## src/rtl/safety_island_pkg.sv

```systemverilog
// Shared types for the safety island boot sequencer: pin-level boot modes and FSM states.
package safety_island_pkg;

  typedef enum logic [1:0] {
    Jtag      = 2'd0,
    Preloaded = 2'd1,
    Serial    = 2'd2,
    Reserved  = 2'd3
  } bootmode_e;

  typedef enum logic [2:0] {
    Sample   = 3'd0,
    WaitJtag = 3'd1,
    WaitLoad = 3'd2,
    Boot     = 3'd3,
    Error    = 3'd4
  } boot_state_e;

  // Width of a saturating counter that must be able to hold the value n (at least one bit).
  function automatic int cnt_width(input int unsigned n);
    int w;
    w = $clog2(n + 1);
    return (w < 1) ? 1 : w;
  endfunction

endpackage

```

## src/rtl/safety_island_boot_debounce.sv

```systemverilog
// Boot-pin debouncer: counts consecutive equal samples and flags the cycle in which the
// StableCycles-th equal sample arrives.
module safety_island_boot_debounce
  import safety_island_pkg::*;
#(
  parameter int unsigned StableCycles = 8
) (
  input  logic       i_clk,
  input  logic       i_rst,
  input  logic       i_clr,
  input  logic [1:0] i_bootmode,
  output logic       o_stable_valid,
  output logic [1:0] o_stable_mode
);

  localparam int CntW = cnt_width(StableCycles);

  logic [CntW-1:0] r_cnt;
  logic [CntW-1:0] w_cnt_next;
  logic [1:0]      r_prev;

  // An empty count means there is no previous sample yet, so this one counts as the first.
  always_comb begin
    w_cnt_next = r_cnt;
    if (r_cnt == '0 || i_bootmode != r_prev) begin
      w_cnt_next = CntW'(1);
    end else if (r_cnt != CntW'(StableCycles)) begin
      w_cnt_next = r_cnt + CntW'(1);
    end
  end

  assign o_stable_valid = (w_cnt_next == CntW'(StableCycles));
  assign o_stable_mode  = i_bootmode;

  always_ff @(posedge i_clk) begin
    if (i_rst || i_clr) begin
      r_cnt  <= '0;
      r_prev <= '0;
    end else begin
      r_cnt  <= w_cnt_next;
      r_prev <= i_bootmode;
    end
  end

endmodule

```

## src/rtl/safety_island_boot_ctrl.sv

```systemverilog
// Boot sequencer for the safety island core: latches the debounced boot mode and releases
// fetch enable with the right boot address, with optional wait timeouts and soft reboot.
module safety_island_boot_ctrl
  import safety_island_pkg::*;
#(
  parameter int unsigned AddrWidth     = 32,
  parameter int unsigned StableCycles  = 8,
  parameter int unsigned TimeoutCycles = 0
) (
  input  logic                 clk_i,
  input  logic                 rst_i,
  input  logic [1:0]           bootmode_i,
  input  logic [AddrWidth-1:0] boot_addr_i,
  input  logic                 jtag_go_i,
  input  logic [AddrWidth-1:0] jtag_addr_i,
  output logic                 load_req_o,
  input  logic                 load_ack_i,
  input  logic                 reboot_i,
  output logic                 fetch_en_o,
  output logic [AddrWidth-1:0] boot_addr_o,
  output logic [1:0]           boot_mode_o,
  output logic [2:0]           boot_state_o,
  output logic                 boot_error_o
);

  localparam int ToW = cnt_width(TimeoutCycles);

  boot_state_e          r_state, w_state_next;
  logic [ToW-1:0]       r_to_cnt, w_to_next;
  logic                 r_fetch_en, w_fetch_en_next;
  logic                 r_load_req, w_load_req_next;
  logic                 r_boot_err, w_boot_err_next;
  logic [1:0]           r_boot_mode, w_boot_mode_next;
  logic [AddrWidth-1:0] r_boot_addr, w_boot_addr_next;
  logic                 w_stable_valid;
  logic [1:0]           w_stable_mode;
  logic                 w_expire;

  safety_island_boot_debounce #(
    .StableCycles(StableCycles)
  ) u_debounce (
    .i_clk         (clk_i),
    .i_rst         (rst_i),
    .i_clr         (reboot_i),
    .i_bootmode    (bootmode_i),
    .o_stable_valid(w_stable_valid),
    .o_stable_mode (w_stable_mode)
  );

  // r_to_cnt holds the number of completed wait cycles, so the last allowed cycle sees T-1.
  assign w_expire = (TimeoutCycles != 0) && (r_to_cnt == ToW'(TimeoutCycles - 1));

  // Loader handshake: load_req_o is held while in WaitLoad; the transfer completes in the
  // cycle where load_req_o and load_ack_i are both high. ack with req low has no effect.
  always_comb begin
    w_state_next     = r_state;
    w_to_next        = r_to_cnt;
    w_fetch_en_next  = r_fetch_en;
    w_load_req_next  = r_load_req;
    w_boot_err_next  = r_boot_err;
    w_boot_mode_next = r_boot_mode;
    w_boot_addr_next = r_boot_addr;
    unique case (r_state)
      Sample: begin
        if (w_stable_valid) begin
          w_boot_mode_next = w_stable_mode;
          w_to_next        = '0;
          case (bootmode_e'(w_stable_mode))
            Preloaded: begin
              w_state_next     = Boot;
              w_boot_addr_next = boot_addr_i;
              w_fetch_en_next  = 1'b1;
            end
            Jtag:   w_state_next = WaitJtag;
            Serial: begin
              w_state_next    = WaitLoad;
              w_load_req_next = 1'b1;
            end
            default: begin
              w_state_next    = Error;
              w_boot_err_next = 1'b1;
            end
          endcase
        end
      end
      WaitJtag: begin
        if (jtag_go_i) begin
          w_state_next     = Boot;
          w_boot_addr_next = jtag_addr_i;
          w_fetch_en_next  = 1'b1;
        end else if (w_expire) begin
          w_state_next    = Error;
          w_boot_err_next = 1'b1;
        end else if (r_to_cnt != '1) begin
          w_to_next = r_to_cnt + ToW'(1);
        end
      end
      WaitLoad: begin
        if (r_load_req && load_ack_i) begin
          w_state_next     = Boot;
          w_boot_addr_next = boot_addr_i;
          w_fetch_en_next  = 1'b1;
          w_load_req_next  = 1'b0;
        end else if (w_expire) begin
          w_state_next    = Error;
          w_boot_err_next = 1'b1;
          w_load_req_next = 1'b0;
        end else if (r_to_cnt != '1) begin
          w_to_next = r_to_cnt + ToW'(1);
        end
      end
      Boot, Error: begin
      end
      default: w_state_next = Sample;
    endcase
    // Reboot wins over any transition this cycle but keeps the last latched mode and address.
    if (reboot_i) begin
      w_state_next     = Sample;
      w_to_next        = '0;
      w_fetch_en_next  = 1'b0;
      w_load_req_next  = 1'b0;
      w_boot_err_next  = 1'b0;
      w_boot_mode_next = r_boot_mode;
      w_boot_addr_next = r_boot_addr;
    end
  end

  always_ff @(posedge clk_i) begin
    if (rst_i) begin
      r_state     <= Sample;
      r_to_cnt    <= '0;
      r_fetch_en  <= 1'b0;
      r_load_req  <= 1'b0;
      r_boot_err  <= 1'b0;
      r_boot_mode <= '0;
      r_boot_addr <= '0;
    end else begin
      r_state     <= w_state_next;
      r_to_cnt    <= w_to_next;
      r_fetch_en  <= w_fetch_en_next;
      r_load_req  <= w_load_req_next;
      r_boot_err  <= w_boot_err_next;
      r_boot_mode <= w_boot_mode_next;
      r_boot_addr <= w_boot_addr_next;
    end
  end

  assign fetch_en_o   = r_fetch_en;
  assign load_req_o   = r_load_req;
  assign boot_error_o = r_boot_err;
  assign boot_mode_o  = r_boot_mode;
  assign boot_addr_o  = r_boot_addr;
  assign boot_state_o = r_state;

endmodule
```

## config.mk

```make
export PLATFORM = sky130hd
export DESIGN_NAME = safety_island_boot_ctrl
export DESIGN_NICKNAME = d
export VERILOG_FILES = /design/src/rtl/safety_island_pkg.sv /design/src/rtl/safety_island_boot_debounce.sv /design/src/rtl/safety_island_boot_ctrl.sv
export SDC_FILE = /design/constraint.sdc
export NUM_CORES = 1
export LEC_CHECK = 0
export CORE_MARGIN = 4
export CORE_UTILIZATION = 44
export CTS_BUF_LIST = sky130_fd_sc_hd__clkbuf_2
export DETAILED_ROUTE_END_ITERATION = 8
export HOLD_SLACK_MARGIN = 0.08
export PLACE_DENSITY = 0.79
export SETUP_SLACK_MARGIN = 0.05
export SLEW_MARGIN = 40
export SYNTH_ARGS = -nofsm -noshare
export SYNTH_HDL_FRONTEND = slang
export SYNTH_HIERARCHICAL = 1
export SYNTH_SLANG_ARGS = --single-unit
```

## constraint.sdc

```tcl
create_clock -name clk_i -period 3.4 [get_ports clk_i]
set_input_delay 0.68 -clock clk_i [delete_from_list [all_inputs] [get_ports clk_i]]
set_output_delay 0.68 -clock clk_i [all_outputs]
set_load 0.005 [all_outputs]
```

## Yosys cells after proc, flatten, opt, wreduce, memory -nomap -nowiden

Cells that the tools add are included.

| operators by class | value |
|---|---|
| reductions and logical operators | 17 |
| multiplexer cells | 21 |
| equal/unequal tests | 14 |
| add/subtract/negate cells | 1 |
| bitwise operators | 3 |

Operators with widths:

| kind | count |
|---|---|
| 32-bit two-way mux | 4 |
| 32-bit one-hot mux with 3 select lines | 1 |
| 3-bit one-hot mux with 4 select lines | 1 |
| 3-bit two-way mux | 3 |
| 3-bit one-hot mux with 3 select lines | 1 |
| 4-bit two-way mux | 2 |
| 2-bit != test (second input constant) | 4 |
| 4-bit AND reduction | 2 |
| 1-bit two-way mux | 7 |
| 3-bit by 2-bit equality test with 1-bit output (second input constant) | 2 |
| 3-bit AND reduction | 2 |
| 6-bit AND reduction | 1 |
| 5-bit AND reduction | 1 |
| 4-bit by 1-bit adder with 4-bit output (second input constant) | 1 |
| 4-bit equality test (second input constant) | 1 |
| 4-bit logical NOT | 1 |
| 4-bit != test (second input constant) | 1 |
| 2-bit OR reduction | 2 |
| 3-bit by 1-bit equality test with 1-bit output (second input constant) | 1 |
| 3-bit equality test (second input constant) | 1 |
| 3-bit logical NOT | 1 |
| 1-bit NOT | 3 |
| 1-bit one-hot mux with 3 select lines | 1 |
| 3-bit nonzero test | 1 |
| other kinds (10) | 11 |

| word-level totals | value |
|---|---|
| register bits | 46 |
| logic and storage cells | 64 |
| input port bits | 71 |

## Longest topological paths before layout

| depth | value |
|---|---|
| word-level depth | 6 |
| gate-level depth with buffers | 10 |

## Modules after synthesis

Netlist, hierarchy kept.

By module, submodules not included:

| module | area each (sq um) | sequential area each (sq um) | instances | cells an instance |
|---|---|---|---|---|
| safety_island_boot_ctrl | 2331.0 | 800.8 | 1 | 268 |
| safety_island_boot_debounce | 309.0 | 120.1 | 1 | 34 |

## Least setup slack after synthesis

No wires, ideal clock.

| timing | value |
|---|---|
| path type | register -> register |
| from | register u_debounce.r_cnt[0] |
| to | register r_boot_addr[10], in the netlist boot_addr_o[10] |
| path buffers | 1 |
| cell stages (with the launch flop) | 11 |
| path slack | 740 ps |
| clock period less this slack | 2660 ps |
| arrival | 2538 ps |
| data required time | 3279 ps |
| cells stage by stage | dfxtp_1 > inv_1 > ha_1 > nor4b_1 > a311oi_1 > nor4_1 > nand2b_4 > a32oi_2 > nand4b_4 > buf_6 > mux2_4 |

| between the ends | value |
|---|---|
| cells in the longest elaborated chain, start to end | 6 |
| elaborated cells on any way between the ends | 9 |

Ends and longest elaborated chain:

| what | RTL line | source |
|---|---|---|
| from (decl) | safety_island_boot_debounce.sv:18 | `logic [CntW-1:0] r_cnt;` |
| from (signal assigned) | safety_island_boot_debounce.sv:40 | `r_cnt <= w_cnt_next;` |
| 4-bit by 1-bit adder with 4-bit output, or another cell as far along | safety_island_boot_debounce.sv:28 | `w_cnt_next = r_cnt + CntW'(1);` |
| 4-bit two-way mux or 1-bit logical OR (tied branches) | safety_island_boot_debounce.sv:27, safety_island_boot_debounce.sv:25 |  |
| 4-bit two-way mux (*) | safety_island_boot_debounce.sv:25 | `if (r_cnt == '0 \|\| i_bootmode != r_prev) begin` |
| 4-bit equality test (*) | safety_island_boot_debounce.sv:32 | `assign o_stable_valid = (w_cnt_next == CntW'(StableCycles));` |
| via w_stable_valid | safety_island_boot_ctrl.sv:35 | `logic w_stable_valid;` |
| 2-bit by 1-bit != test with 1-bit output (no source line) (*) | n/a |  |
| 6-bit AND reduction (no source line) (*) | n/a |  |
| to (signal assigned) | safety_island_boot_ctrl.sv:144 | `r_boot_addr <= w_boot_addr_next;` |
| to (decl) | safety_island_boot_ctrl.sv:34 | `logic [AddrWidth-1:0] r_boot_addr, w_boot_addr_next;` |

Mark *: on every way through the listed nets, which the timed path passes. The rest lies on a longest branch.
A chain may end at the register's enable or synchronous reset.

## Final worst setup path

| timing | value |
|---|---|
| from | register u_debounce.r_cnt[0] |
| to | register r_boot_addr[5], in the netlist boot_addr_o[5] |

Same word-level chain as after synthesis.

==> results summary <==
The number of instances resized during post-cts repair is 0. The sequential share of the synthesized area came out at 34.9%. Sorting the synthesized cells by area gives the leading types as sky130_fd_sc_hd__dfxtp_1, sky130_fd_sc_hd__mux2_4, sky130_fd_sc_hd__nand2_1. Grouping stages by cell kind, the critical path spends the most delay in simple AND/OR/NAND/NOR gates. The library cells used most frequently in the layout, excluding fill and tap cells, are sky130_fd_sc_hd__clkdlybuf4s50_1, sky130_fd_sc_hd__nand2_1, sky130_fd_sc_hd__dfxtp_1.

The number of clock sinks came out at 46. Counting the buffers created by CTS gives 5. The combined area of the multi-input logic cells is 1570 µm². For this run, global-route usage on met2 was measured as 27.3%. The internal reg-to-reg setup slack came out at 0.48 ns. Of all cell types, the one taking the most synthesized area is sky130_fd_sc_hd__dfxtp_1. The fraction of power consumed by the clock network came out at 30.5%. The die span in x is 85.5 µm. The class of the most critical hold timing path is reg -> reg. Setup repair after global routing left no endpoint under its margin. The number of antenna violations at the first check in global routing is 0. The worst path buffer plus inverter count is 3. The hold buffer count at cts came out at 0. The final number of setup-violating endpoints came out at 0. After clock tree synthesis, the clock-pin slew on the worst setup and hold paths is 0.22 ns. The static leakage is 1.59 nW. During synthesis, Yosys emitted a total of 6 warnings. The worst hold path begins at boot_mode_o[0]$_SDFFE_PP0P_.

The design internal power came out at 0.762 mW. The post-CTS setup buffer count came out at 0. In the final routed layout, each cell accounts on average for 13.6 µm.

For this block, the initial DRC count from the detailed router was 67. The number of placed cells counting well taps is 468. The portion of synthesized cell area occupied by the leading cell type is 34.9%. The worst setup path is captured at a flip-flop. Walking the worst path, the cells encountered are inv_1, ha_1, nor4b_1, a311oi_1, nor4_1, buf_4, nand2b_4, a32oi_2, nand4b_4, buf_4, mux2_4. The worst path uses 86.0% of the clock period.

The combinational share of power came out at 13.9%. The vertical extent of the die came out at 85.5 µm. For met1 alone, demand over resource in global routing was 22.0%.

For this run, design rule violations remaining after detail routing come to 0. After detailed routing, the number of vias per cell comes to 4.86. The clock tree root driver cell is sky130_fd_sc_hd__clkbuf_2. The relative contribution of sequential cells to total power came out at 55.6%.

The number of nets in the finished design came out at 481. The starting utilization of the core area came out at 46.5%. The run finished with clean final reports. The switching power came out at 0.215 mW.

The global-route wire length before repair came out at 10200 µm. The sum of net half-perimeters after detailed placement is 4640 µm. The slowest stage of the critical path belongs to the cell sky130_fd_sc_hd__dfxtp_1. The final critical delay including setup and external delays came out at 2.92 ns. The post-placement setup slack is 0.200 ns. Setup total negative slack on the finished layout was measured at 0 ns. The most frequent cell on the critical path is sky130_fd_sc_hd__buf_4. The terminus of the critical flop-to-flop path is boot_addr_o[5]$_SDFFE_PP0P_. The worst setup path is of the reg -> reg kind. The placement row count came out at 27.

The final total power is 0.978 mW. The number of buffers on the longest clock path came out at 2. The longest individual stage delay on the worst path came out at 0.47 ns. The number of ports placed on the die boundary came out at 111. The maximum vdd ir drop is 242 µV.

Dividing total power by cell area gives a power density of 256 nW/µm². The final-report max-slew violation count is 0. The fraction of power spent switching nets is 22.0%. The per-instance average area after synthesis came out at 8.74 µm². The sequential cell area in the final layout is 921 µm². The number of filler instances in the final layout came out at 469. Counting instances, the worst hold path has a depth of 2. The worst path required time is 3.72 ns. The number of vias after detailed routing is 2314. The total wire length after detailed routing came out at 6480 µm. For this run, the top clock speed supported by timing is 0.342 GHz. The antenna violation net count after detailed routing is 0. The net count of the mapped netlist is 380. The library cell used most frequently in the layout, excluding fill and tap cells, is sky130_fd_sc_hd__clkdlybuf4s50_1.

The post-route netlist has 13.6% of its cells at a drive strength greater than 1. The synthesis-to-layout area growth came out at 44.6%. The reg-to-reg startpoint is u_debounce/r_cnt[0]$_SDFF_PP0_. The worst setup path is launched from a flip-flop. The die covers 7300 µm².

The final weighted congestion in routability-driven placement is 0.802. The floorplan step defined a core boundary enclosing 5680 µm². The critical-path maximum fanout is 20.

TritonCTS built the clock tree. The endpoint of the worst hold-timing path is boot_mode_o[0]$_SDFFE_PP0P_. The highest-utilization routing layer at the global route stage is met2. The number of hold-slack violations in the final timing report is 0. The worst reg2reg path depth is 11. For the pin with the worst max-slew slack, the measured transition is 0.707 ns. The worst endpoint data arrival time is 3.25 ns. After global routing the overflow that remains totals 0. The number of cells produced by synthesis came out at 302.

Synthesis instantiated 35 different standard cells from the library. The source-to-sink clock delay at the later pin of the worst-skew pair is 0.40 ns. Across all setup checks in the final design, the least slack found is 0.475 ns.

The tool flagged a number of max-cap violations equal to 0. For the final database, setup skew stands at 0.0210 ns. The number of antenna repair diodes is 0. Entering global routing, the biggest net connects 72 pins. The met3 usage is 4.66%.

The count of state elements after synthesis came out at 46. For this run, the total global-route usage over all layers was measured as 17.1%. The count of buffers inserted at the top-level ports came out at 110. The combined area of all synthesized cells came out at 2640 µm². Before antenna repair, the detailed router went through 4 iterations. The max-slew headroom at the worst pin came out at 52.9%. The CTS H-tree depth came out at 2. The via count of the first global-routing pass was 2165. Excluding fillers, the count of instances in the completed layout stands at 476.
## worst max-delay path by stage
stage	slack (ns)	start	to	cells after the start
2_1_floorplan	0.74	u_debounce/r_cnt[0]$_SDFF_PP0_	boot_addr_o[10]$_SDFFE_PP0P_	10
3_3_place_gp	0.30	bootmode_i[1]	boot_addr_o[17]$_SDFFE_PP0P_	10
4_1_cts	0.49	u_debounce/r_cnt[0]$_SDFF_PP0_	boot_addr_o[13]$_SDFFE_PP0P_	11
5_1_grt	0.15	u_debounce/r_cnt[0]$_SDFF_PP0_	boot_addr_o[5]$_SDFFE_PP0P_	11
3_5_place_dp	0.20	bootmode_i[1]	boot_addr_o[6]$_SDFFE_PP0P_	10
6_report	0.48	u_debounce/r_cnt[0]$_SDFF_PP0_	boot_addr_o[5]$_SDFFE_PP0P_	11
## power groups by stage
stage,clock (mW),combinational (mW),sequential (mW)
6_report,0.298,0.136,0.544
5_1_grt,0.334,0.150,0.545
4_1_cts,0.312,0.137,0.544
3_5_place_dp,0,0.136,0.554
3_3_place_gp,0,0.135,0.554
2_1_floorplan,0,0.0473,0.554
## layer usage
layer / up-vias / share of wire, %
met5: - / 0
met4: 0 / 1.4
met3: 9 / 8.0
met2: 79 / 45
met1: 1028 / 46
li1: 1198 / -
## layout make-up
cell class | count | share of cell area, %
Clock buffer | 7 | 0.918
Clock inverter | 1 | 0.787
Inverter | 5 | 0.492
Multi-Input combinational cell | 228 | 41.2
Sequential cell | 46 | 24.1
Tap cell | 72 | 2.36
Timing Repair Buffer | 117 | 30.1
## cells in the mapped netlist
cell type,n
sky130_fd_sc_hd__nand2b_4,1
sky130_fd_sc_hd__a311oi_1,1
sky130_fd_sc_hd__o21a_1,1
sky130_fd_sc_hd__o211ai_1,1
sky130_fd_sc_hd__nor4_1,2
sky130_fd_sc_hd__o31ai_1,1
sky130_fd_sc_hd__clkbuf_1,12
sky130_fd_sc_hd__mux2_4,30
sky130_fd_sc_hd__nor2_1,14
sky130_fd_sc_hd__a31oi_1,2
sky130_fd_sc_hd__mux2_2,2
sky130_fd_sc_hd__dfxtp_1,46
sky130_fd_sc_hd__xnor2_1,2
sky130_fd_sc_hd__mux2i_1,5
sky130_fd_sc_hd__buf_4,3
sky130_fd_sc_hd__o21ai_0,2
sky130_fd_sc_hd__and4bb_2,1
sky130_fd_sc_hd__nor3b_2,1
sky130_fd_sc_hd__xor2_1,1
sky130_fd_sc_hd__a21oi_1,37
sky130_fd_sc_hd__nand2_1,69
sky130_fd_sc_hd__nor2b_1,33
sky130_fd_sc_hd__buf_2,4
sky130_fd_sc_hd__buf_6,4
sky130_fd_sc_hd__nand3_1,4
sky130_fd_sc_hd__or3b_1,1
sky130_fd_sc_hd__and2_1,2
sky130_fd_sc_hd__nand4b_4,1
sky130_fd_sc_hd__ha_1,7
sky130_fd_sc_hd__inv_1,5
sky130_fd_sc_hd__or3_2,1
sky130_fd_sc_hd__nor4b_1,2
sky130_fd_sc_hd__nor3_1,2
sky130_fd_sc_hd__nand2b_1,1
sky130_fd_sc_hd__a32oi_2,1
## registers in the layout (all words and copies together) (netlist names)
signal,flops
load_req_o,1
u_debounce/r_cnt,4
boot_error_o,1
u_debounce/r_prev,2
boot_mode_o,2
boot_state_o,3
boot_addr_o,32
fetch_en_o,1
## stage by stage
| stage | area (µm²) | hold slack [ns] | util [%] |
|---|---|---|---|
| after floorplan | 2640 | 0.485 | - |
| after global placement | 3750 | 0.489 | 66.1 |
| final | 3820 | 0.539 | 67.3 |
| after detailed placement | 3750 | 0.495 | 66.1 |
| after global routing | 3820 | 0.562 | 67.3 |
| after CTS | 3820 | 0.546 | 67.3 |
## cell families after synthesis
logic type / Yosys count / synth area share (%)
compound gates: 46 / 9.67
xor+xnor: 3 / 0.995
fa+ha+maj: 7 / 3.32
buf+inv: 28 / 5.73
flops: 46 / 34.9
mux: 37 / 19.8
simple gates: 135 / 25.6
## worst register-to-register path, cell delays in order, from the launching register on
cell                       delay, ns
sky130_fd_sc_hd__dfxtp_1        0.47
sky130_fd_sc_hd__inv_1          0.07
sky130_fd_sc_hd__ha_1           0.24
sky130_fd_sc_hd__nor4b_1        0.34
sky130_fd_sc_hd__a311oi_1       0.09
sky130_fd_sc_hd__nor4_1         0.32
sky130_fd_sc_hd__buf_4          0.19
sky130_fd_sc_hd__nand2b_4       0.06
sky130_fd_sc_hd__a32oi_2        0.34
sky130_fd_sc_hd__nand4b_4       0.13
sky130_fd_sc_hd__buf_4          0.27
sky130_fd_sc_hd__mux2_4         0.34
Power figures use the tool's default switching activity.
==> RTL edit: new RTL, same settings <==
Add an input register stage for `bootmode_i`, without a reset; this delays it by one clock. The other inputs are not delayed to match.
--- a/src/rtl/safety_island_boot_ctrl.sv
+++ b/src/rtl/safety_island_boot_ctrl.sv
@@ -25,6 +25,12 @@
 
   localparam int ToW = cnt_width(TimeoutCycles);
 
+  logic [1:0] bootmode_q;
+
+  always_ff @(posedge clk_i) begin
+    bootmode_q <= bootmode_i;
+  end
+
   boot_state_e          r_state, w_state_next;
   logic [ToW-1:0]       r_to_cnt, w_to_next;
   logic                 r_fetch_en, w_fetch_en_next;
@@ -42,7 +48,7 @@
     .i_clk         (clk_i),
     .i_rst         (rst_i),
     .i_clr         (reboot_i),
-    .i_bootmode    (bootmode_i),
+    .i_bootmode    (bootmode_q),
     .o_stable_valid(w_stable_valid),
     .o_stable_mode (w_stable_mode)
   );
Check against the original RTL: not equivalent (Yosys sat finds a counterexample within 10 cycles, from zero or initial values and one cycle with rst_i high).
==> RTL edit against the unedited design <==
Final area down 4.8%; routed wire length fell by 4.4%; area after synthesis decreased by 5.6%; worst setup slack better by 0.20 ns; critical path depth fell by 1; clock power is 26% lower; die area decreased by 5.1%; sequential cell count grew 2; total power is 5.4% lower; global-route usage increased by 0.62 points; critical path type unchanged; critical endpoint is now boot_addr_o[12]; largest cell class unchanged.
==> RTL edit: results (changes against the unedited design) <==
stage	metric	value	unit	change
routing	vias	2145		-7.3%
grt	grt.met3_usage	5.75	%	+1.1 points
routing	via_per_inst	5.24		+7.9%
setup_path	worstRegToRegCells	10		-1
final_layout	syn2layout_area_growth	45.8	%	
logic_synthesis	yosysSeqAreaShare	38.6	%	+3.7 points
setup_path	crit_arrival	3.00	ns	-0.25 ns
placed_design	placed_area	3600	sq um	-4.2%
final_layout	n_all_buffers	118		+0.85%
final_layout	clk_share	1.07	%	-0.64 points
setup_path	r2r_slack	0.68	ns	+0.20 ns
placed_design	post-place-ws	0.687	ns	+0.487 ns
routing	routed-wl-met2	3090	um	+5.9%
power_and_ir_drop	cellPowerDensity	254	nW/um^2	-0.70%
logic_synthesis	synth.distinct_cells	37		+5.7%
grt	track_usage	17.7	%	+0.62 points
sta	slew_headroom	50.2	%	-2.7 points
setup_path	cp_max_fo	18		-10%
final_layout	multi_input_area	1370	sq um	-13%
final_layout	n_fill_cell	461		-1.7%
routing	drtIter0Drc	119		+78%
grt	grt_pass1_vias	2150		-0.69%
final_layout	layout-drive-gt1-share	16.6	%	+3.0 points
final_layout	nets	414		-14%
logic_synthesis	syn_inst	235		-22%
placed_design	place_congestion	0.793		-1.1%
final_layout	multi_input_cells	158		-31%
routing	wl	6200	um	-4.4%
power_and_ir_drop	switching_power	225	uW	+4.2%
power_and_ir_drop	vdd_drop_max	0.000196	V	-19%
sta	hold-worst-slack	0.534	ns	-0.00513 ns
sta	finClkSkew	0.0262	ns	+0.00526 ns
power_and_ir_drop	swShare	24.3	%	+2.3 points
outcome	outcome	complete, no violations		
routing	dr_wl_met3	473	um	-8.5%
sta	setup_slack	0.676	ns	+0.201 ns
grt	gr-usage-met2	30.0	%	+2.8 points
grt	grt_max_degree	33		-54%
-- RTL edit: cells by family after synthesis --
group / Yosys count / share of synthesized area, %
flops: 48 / 38.6
compound gates: 78 / 26.9
xor+xnor: 3 / 1.05
fa+ha+maj: 7 / 3.51
mux: 36 / 14.5
simple gates: 34 / 8.63
buf+inv: 29 / 6.88
-- RTL edit: critical path: stages, from the launching register on --
cell and delay [ns]:
dfxtp_1 0.47, inv_1 0.06, ha_1 0.24, nor4b_1 0.33, a311oi_1 0.09, nor4_1 0.45
nand2b_4 0.12, a32oi_4 0.25, and2_2 0.19, buf_4 0.29, a211oi_2 0.11
-- RTL edit: worst min-delay path by stage --
stage                    from  cells past startpoint              endpoint
6_report         boot_error_o                      2          boot_error_o
5_1_grt        boot_addr_o[0]                      2        boot_addr_o[0]
4_1_cts            fetch_en_o                      2            fetch_en_o
2_1_floorplan   bootmode_q[0]                      1  u_debounce/r_prev[0]
3_3_place_gp       fetch_en_o                      2            fetch_en_o
3_5_place_dp       fetch_en_o                      2            fetch_en_o
